===== config.mk =====
export PLATFORM = sky130hd
export DESIGN_NAME = spi_master_engine_flat
export DESIGN_NICKNAME = d
export VERILOG_FILES = /design/src/rtl/spi_pkg.sv /design/src/rtl/spi_master_engine_if.sv /design/src/rtl/spi_clk_divider.sv /design/src/rtl/spi_master_engine.sv /design/src/flat_wrapper.sv
export SDC_FILE = /design/constraint.sdc
export NUM_CORES = 1
export LEC_CHECK = 0
export CAP_MARGIN = 20
export CORE_ASPECT_RATIO = 0.7
export CORE_MARGIN = 4
export CORE_UTILIZATION = 49
export DETAILED_ROUTE_END_ITERATION = 7
export PLACE_DENSITY = 0.75
export SLEW_MARGIN = 10
export SYNTH_ARGS = -nofsm -noshare
export SYNTH_HDL_FRONTEND = slang
export SYNTH_SLANG_ARGS = --single-unit
export TNS_END_PERCENT = 100

===== constraint.sdc =====
create_clock -name i_clk -period 1.79 [get_ports i_clk]
set_input_delay 0.4475 -clock i_clk [delete_from_list [all_inputs] [get_ports i_clk]]
set_output_delay 0.4475 -clock i_clk [all_outputs]
set_load 0.03 [all_outputs]

===== src/rtl/spi_pkg.sv =====
// Shared SPI definitions: FSM state encoding, mode constants and default sizes.
// Imported by both the master engine and the slave-side controller.
package spi_pkg;

  typedef enum logic [2:0] {
    IDLE,
    SETUP,
    TRANSFER,
    HOLD,
    DONE,
    GAP
  } spi_state_e;

  // Modes encoded as {CPOL, CPHA}.
  localparam logic [1:0] SPI_MODE0 = 2'b00;
  localparam logic [1:0] SPI_MODE1 = 2'b01;
  localparam logic [1:0] SPI_MODE2 = 2'b10;
  localparam logic [1:0] SPI_MODE3 = 2'b11;

  localparam int unsigned SPI_DATA_WIDTH = 8;
  localparam int unsigned SPI_CLK_DIV    = 4;
  localparam int unsigned SPI_SS_GAP     = 2;

  // CPHA=0 samples on leading (odd) edges, CPHA=1 on trailing (even) edges.
  function automatic logic is_sample_edge(input logic cpha, input logic odd_edge);
    return cpha ? ~odd_edge : odd_edge;
  endfunction

endpackage


===== src/rtl/spi_master_engine_if.sv =====
// User-side word handshake of the SPI master engine.
interface spi_master_engine_if
  import spi_pkg::*;
#(
  parameter int unsigned DATA_WIDTH = SPI_DATA_WIDTH
) ();

  logic [DATA_WIDTH-1:0] i_tx_data;
  logic                  i_tx_valid;
  logic                  o_tx_ready;
  logic [DATA_WIDTH-1:0] o_rx_data;
  logic                  o_rx_valid;
  logic                  o_busy;

  modport master (
    output i_tx_data,
    output i_tx_valid,
    input  o_tx_ready,
    input  o_rx_data,
    input  o_rx_valid,
    input  o_busy
  );

  modport slave (
    input  i_tx_data,
    input  i_tx_valid,
    output o_tx_ready,
    output o_rx_data,
    output o_rx_valid,
    output o_busy
  );

endinterface


===== src/rtl/spi_clk_divider.sv =====
// Half-period timer: one-cycle tick every CLK_DIV cycles plus a parity bit that
// flips on every tick; both restart whenever the divider is cleared or disabled.
module spi_clk_divider #(
  parameter int unsigned CLK_DIV = 4
) (
  input  logic i_clk,
  input  logic i_reset,
  input  logic enable,
  input  logic clear,
  output logic tick,
  output logic parity
);

  localparam int unsigned CntW = $clog2(CLK_DIV);

  logic [CntW-1:0] cnt_q;
  logic            parity_q;

  assign tick   = enable & ~clear & (cnt_q == CntW'(CLK_DIV - 1));
  assign parity = parity_q;

  always_ff @(posedge i_clk or negedge i_reset) begin
    if (!i_reset) begin
      cnt_q    <= '0;
      parity_q <= 1'b0;
    end else if (clear || !enable) begin
      cnt_q    <= '0;
      parity_q <= 1'b0;
    end else if (tick) begin
      cnt_q    <= '0;
      parity_q <= ~parity_q;
    end else begin
      cnt_q <= cnt_q + 1'b1;
    end
  end

endmodule


===== src/rtl/spi_master_engine.sv =====
// Single-word SPI master supporting all CPOL/CPHA modes; one SS frame per accepted
// word, received word returned with a one-cycle valid pulse.
module spi_master_engine
  import spi_pkg::*;
#(
  parameter int unsigned DATA_WIDTH = SPI_DATA_WIDTH,
  parameter int unsigned CLK_DIV    = SPI_CLK_DIV,
  parameter int unsigned SS_GAP     = SPI_SS_GAP
) (
  input  logic                i_clk,
  input  logic                i_reset,
  input  logic                i_CPOL,
  input  logic                i_CPHA,
  spi_master_engine_if.slave  bus,
  output logic                o_sclk,
  output logic                o_mosi,
  input  logic                i_miso,
  output logic                o_ss
);

  localparam int unsigned NumEdges = 2 * DATA_WIDTH;
  localparam int unsigned EdgeW    = $clog2(2 * DATA_WIDTH + 1);
  localparam int unsigned GapW     = $clog2(SS_GAP + 1);
  localparam int unsigned GapLast  = (SS_GAP > 1) ? SS_GAP - 2 : 0;

  spi_state_e            state_q;
  logic [DATA_WIDTH-1:0] tx_q;
  logic [DATA_WIDTH-1:0] rx_q;
  logic [DATA_WIDTH-1:0] rx_data_q;
  logic [EdgeW-1:0]      edge_q;
  logic [GapW-1:0]       gap_q;
  logic                  cpol_q;
  logic                  cpha_q;
  logic                  sclk_q;
  logic                  mosi_q;
  logic                  ss_q;
  logic                  ready_q;
  logic                  busy_q;
  logic                  rx_valid_q;

  logic div_en;
  logic div_clr;
  logic div_tick;
  logic div_par;
  logic odd_edge;
  logic last_edge;
  logic sample_edge;
  logic drive_edge;
  logic accept;

  // The divider runs continuously across SETUP/TRANSFER/HOLD; every state change
  // there happens on a tick, where the counter wraps, so each state starts at zero.
  assign div_en  = state_q inside {SETUP, TRANSFER, HOLD};
  assign div_clr = (state_q == IDLE);

  spi_clk_divider #(
    .CLK_DIV (CLK_DIV)
  ) u_clk_divider (
    .i_clk   (i_clk),
    .i_reset (i_reset),
    .enable  (div_en),
    .clear   (div_clr),
    .tick    (div_tick),
    .parity  (div_par)
  );

  // The SETUP tick is edge 1, so a cleared parity marks an odd (leading) edge.
  assign odd_edge    = ~div_par;
  assign last_edge   = (edge_q == EdgeW'(NumEdges - 1));
  assign sample_edge = is_sample_edge(cpha_q, odd_edge);
  assign drive_edge  = cpha_q ? odd_edge : (~odd_edge & ~last_edge);
  assign accept      = bus.i_tx_valid & ready_q;

  always_ff @(posedge i_clk or negedge i_reset) begin
    if (!i_reset) begin
      state_q    <= IDLE;
      tx_q       <= '0;
      rx_q       <= '0;
      rx_data_q  <= '0;
      edge_q     <= '0;
      gap_q      <= '0;
      cpol_q     <= 1'b0;
      cpha_q     <= 1'b0;
      sclk_q     <= 1'b0;
      mosi_q     <= 1'b0;
      ss_q       <= 1'b1;
      ready_q    <= 1'b1;
      busy_q     <= 1'b0;
      rx_valid_q <= 1'b0;
    end else begin
      rx_valid_q <= 1'b0;
      unique case (state_q)
        IDLE: begin
          sclk_q <= i_CPOL;
          if (accept) begin
            tx_q    <= bus.i_tx_data;
            cpol_q  <= i_CPOL;
            cpha_q  <= i_CPHA;
            edge_q  <= '0;
            ss_q    <= 1'b0;
            ready_q <= 1'b0;
            busy_q  <= 1'b1;
            if (!i_CPHA) begin
              mosi_q <= bus.i_tx_data[DATA_WIDTH-1];
            end
            state_q <= SETUP;
          end
        end
        SETUP, TRANSFER: begin
          if (div_tick) begin
            sclk_q <= ~sclk_q;
            edge_q <= edge_q + 1'b1;
            if (sample_edge) begin
              rx_q <= {rx_q[DATA_WIDTH-2:0], i_miso};
            end
            // CPHA=0 already has the MSB on the line, so its shifts expose the next bit.
            if (drive_edge) begin
              mosi_q <= cpha_q ? tx_q[DATA_WIDTH-1] : tx_q[DATA_WIDTH-2];
              tx_q   <= {tx_q[DATA_WIDTH-2:0], 1'b0};
            end
            state_q <= last_edge ? HOLD : TRANSFER;
          end
        end
        HOLD: begin
          sclk_q <= cpol_q;
          if (div_tick) begin
            ss_q       <= 1'b1;
            rx_data_q  <= rx_q;
            rx_valid_q <= 1'b1;
            state_q    <= DONE;
          end
        end
        DONE: begin
          gap_q <= '0;
          if (SS_GAP == 1) begin
            ready_q <= 1'b1;
            busy_q  <= 1'b0;
            state_q <= IDLE;
          end else begin
            state_q <= GAP;
          end
        end
        GAP: begin
          if (gap_q == GapW'(GapLast)) begin
            ready_q <= 1'b1;
            busy_q  <= 1'b0;
            state_q <= IDLE;
          end else begin
            gap_q <= gap_q + 1'b1;
          end
        end
        default: state_q <= IDLE;
      endcase
    end
  end

  assign o_sclk         = sclk_q;
  assign o_mosi         = mosi_q;
  assign o_ss           = ss_q;
  assign bus.o_tx_ready = ready_q;
  assign bus.o_rx_data  = rx_data_q;
  assign bus.o_rx_valid = rx_valid_q;
  assign bus.o_busy     = busy_q;

endmodule


===== src/flat_wrapper.sv =====
// flat-port wrapper written by rule: the top's interface ports become plain ports
module spi_master_engine_flat import spi_pkg::*;
#(
  parameter int unsigned DATA_WIDTH = SPI_DATA_WIDTH,
  parameter int unsigned CLK_DIV    = SPI_CLK_DIV,
  parameter int unsigned SS_GAP     = SPI_SS_GAP
)
  (i_clk, i_reset, i_CPOL, i_CPHA, o_sclk, o_mosi, i_miso, o_ss, bus_i_tx_data, bus_i_tx_valid, bus_o_tx_ready, bus_o_rx_data, bus_o_rx_valid, bus_o_busy);
  spi_master_engine_if #(.DATA_WIDTH(DATA_WIDTH)) bus_i ();
  input  logic i_clk;
  input  logic i_reset;
  input  logic i_CPOL;
  input  logic i_CPHA;
  output logic o_sclk;
  output logic o_mosi;
  input  logic i_miso;
  output logic o_ss;
  input wire logic [$bits(bus_i.i_tx_data)-1:0] bus_i_tx_data;
  input wire logic [$bits(bus_i.i_tx_valid)-1:0] bus_i_tx_valid;
  output wire logic [$bits(bus_i.o_tx_ready)-1:0] bus_o_tx_ready;
  output wire logic [$bits(bus_i.o_rx_data)-1:0] bus_o_rx_data;
  output wire logic [$bits(bus_i.o_rx_valid)-1:0] bus_o_rx_valid;
  output wire logic [$bits(bus_i.o_busy)-1:0] bus_o_busy;
  assign bus_i.i_tx_data = bus_i_tx_data;
  assign bus_i.i_tx_valid = bus_i_tx_valid;
  assign bus_o_tx_ready = bus_i.o_tx_ready;
  assign bus_o_rx_data = bus_i.o_rx_data;
  assign bus_o_rx_valid = bus_i.o_rx_valid;
  assign bus_o_busy = bus_i.o_busy;
  spi_master_engine #(.DATA_WIDTH(DATA_WIDTH), .CLK_DIV(CLK_DIV), .SS_GAP(SS_GAP)) u_core (.i_clk(i_clk), .i_reset(i_reset), .i_CPOL(i_CPOL), .i_CPHA(i_CPHA), .bus(bus_i), .o_sclk(o_sclk), .o_mosi(o_mosi), .i_miso(i_miso), .o_ss(o_ss));
endmodule

==> reports/qor.yml <==
status:
  status: "completed"
floorplanning:
  dieArea_um2: 5360
  coreArea_um2: 3990
  die_x_um: 85.8
  start_util: 0.520
  io_pins: 28
  fp.dieH_um: 62.5
  fp-row-count: 19
routing:
  first_pass_iters: 4
  vias: 1585
  drt-initial-drc-count: 56
  routedWlPerCell_um: 15.0
  drcViolationCount: 0
  drt_wl_total_um: 4470
  vias_per_cell: 5.32
  final_antenna_net_count: 0
cells_and_area:
  diodes: 0
  instances_no_fill: 298
  design_area_um2: 2730
  syn2layout_area_growth_pct: 31.5
  nets: 263
  final_common_cell: "dfrtp_1"
  layout-drive-gt1-share: 0.252
  final_cell_mix: "43 x dfrtp_1, 38 x nand2_1, 24 x buf_4"
place:
  routabilityCongestion: 0.816
  io_buffer_count: 27
  post_dp_cell_area_um2: 2540
  hpwl_um: 3040
  dpl.cell_count: 286
sta:
  post-route-period-util: 0.995
  fin_setup_tns_ps: 0
  max_slew.worst_pin.slew_ps: 606
  slew_violations: 0
  fmax_mhz: 561
  relSlewSlack: 0.596
  grt_setup_unrepaired: "true"
  finClkSkew_ps: 6.55
  post-route-min-period_ps: 1780
  hold_viol: 0
  setup_violations: 0
power_and_ir_drop:
  p_clk_frac: 0.377
  vdd_ir_drop_max_v: 0.000648
  swShare: 0.233
  power_density_nw_per_um2: 637
  p_leak_nw: 1.38
  switchingPower_w: 0.000405
  combPwrFrac: 0.038
  p_seq_frac: 0.585
  cellInternalPower_w: 0.00134
synth:
  yosysWarnings: 0
  synth_nets: 213
  yosysSeqAreaShare: 0.543
  synth.distinct_cells: 40
  synth_area_leader_cell: "dfrtp_1"
  synthTopCellsByArea: "dfrtp_1 52%, mux2_2 7.0%, nand2_1 6.9%"
  synth-seq-cells: 45
  synth_top_flop_cell: "dfrtp_1"
  synth.top_cell.area_share: 0.518
  synthCells: 195
  synth_edf_count: 0
  synth_area_um2: 2080
  synthArstFlopShare: 1.00
  syn_area_per_cell_um2: 10.7
setup_path:
  crit_fanout: 4
  required_ps: 1980
  path_class: "flip-flop to flip-flop"
  path_cells: "ha_2 > and3_4 > ha_4 > nor3b_2 > a211o_1 > nand3_2 > mux2_4"
  path_buf_inv: 0
  slowest_delay_ps: 390
  worstSetupStartpointType: "flip-flop"
  critPathArrivalTime_ps: 1970
  crit_family: "simple AND/OR/NAND/NOR gates"
  cp_slowest_cell: "dfrtp_1"
  critPathCaptureType: "flip-flop"
clock_tree:
  worstSkewPairLatency_ps: 300
  cts_buffers: 5
  root_buffer: "clkbuf_8"
  path_clk_slew_ps: 90
  htreeDepth: 2
  cts.sinks: 45
  cts_hold_buffers: 0
  clk_path_buf_depth: 2
  cts_tree: "built"
run:
  max_cap_violations: 0
min_path:
  hold_class: "input pin to async pin"
grt:
  antenna_found_initial: 0
  grt_max_degree: 46
  grt-ovfl-total: 0
  gr-usage-all-layers: 0.177
  grt_pass1_vias: 1544
  grt_pass1_wl_um: 7510
==> metal layers <==
metal | vias to the layer above | track usage | routed length, um
met3 | 4 | 0.0501 | 252
met4 | 0 | 0.0474 | 24
met5 | - | 0 | 0
met2 | 44 | 0.243 | 1920
met1 | 755 | 0.269 | 2270
li1 | 782 | - | -
==> state kept, by name, indices dropped and copies added, names as in the netlist, 2 cells and up <==
signal / cells
u_core.bus.o_rx_data: 8
u_core.tx_q: 8
u_core.state_q: 3
u_core.gap_q: 2
u_core.rx_q: 8
u_core.edge_q: 5
u_core.u_clk_divider.cnt_q: 2
==> synth_stat cells, drive strengths merged, types with 2 or more instances <==
master / number
a21oi: 15
a31oi: 9
buf: 4
clkbuf: 5
dfrtp: 43
dfstp: 2
ha: 4
inv: 8
mux2: 13
mux2i: 7
nand2: 38
nand3: 3
nand3b: 2
nand4b: 3
nor2: 8
nor2b: 2
nor3b: 2
nor4: 2
o21ai: 6
o22ai: 2
xnor2: 3
==> cell families (layout without fill, tap and decap cells) <==
family                     Yosys count  in the layout  synth area share
xor gates and xnor gates             4              4            0.0205
buffers and inverters               18             69            0.0367
AOI/OAI and AO/OA                   41             41             0.124
adders and majority gates            4              4            0.0241
DFF                                 45             45             0.543
and+or+nand+nor                     63             63             0.147
muxes                               20             20             0.104
==> final cells by class <==
class                           instances  area [um2]
Clock buffer                            5        68.8
Clock inverter                          3        25.0
Fill cell                             328        1260
Inverter                                9        33.8
Multi-Input combinational cell        132         942
Sequential cell                        45        1130
Tap cell                               52        65.1
Timing Repair Buffer                   52         470
==> per-stage QoR <==
step                total power, W  setup WS, ps  hold slack (ps)   util
finish                     0.00174          8.70              101  0.685
global route               0.00182         -93.6              119  0.685
CTS                        0.00176         -1.23              111  0.669
detailed placement         0.00111          -233              441  0.637
global placement           0.00111          -181              431  0.637
floorplan                  0.00105          10.3              152      -
==> timing repair <==
item | in CTS | in global routing
pin swaps | 4 | 3
buffers inserted | 2 | 2
setup endpoints to repair | 12 | 15
resized for setup | 14 | 10
==> path summary, 6_finish.rpt <==
kind | cells past startpoint | endpoint | slack [ps] | from
worst max-delay path | 7 | u_core.o_mosi | 9 | u_core.edge_q[0]
worst min-delay path | 2 | u_core.bus.o_busy | 100 | i_reset
worst max register to register | 7 | u_core.o_mosi | 9 | u_core.edge_q[0]
worst min register to register | 1 | u_core.u_clk_divider.cnt_q[0] | 470 | u_core.u_clk_divider.cnt_q[0]
max in group asynchronous | 2 | u_core.bus.o_tx_ready | 1410 | i_reset
min in group i_clk | 1 | u_core.u_clk_divider.cnt_q[0] | 470 | u_core.u_clk_divider.cnt_q[0]
==> power by group through the flow <==
stage	sequential (W)	combinational (W)	clock (W)
floorplan	0.00104	0.00000842	0
global placement	0.00104	0.0000688	0
detailed placement	0.00104	0.0000681	0
CTS	0.00102	0.0000677	0.000671
global route	0.00102	0.0000741	0.000724
finish	0.00102	0.0000668	0.000656
Note: power is estimated with default switching activity, not from simulation.
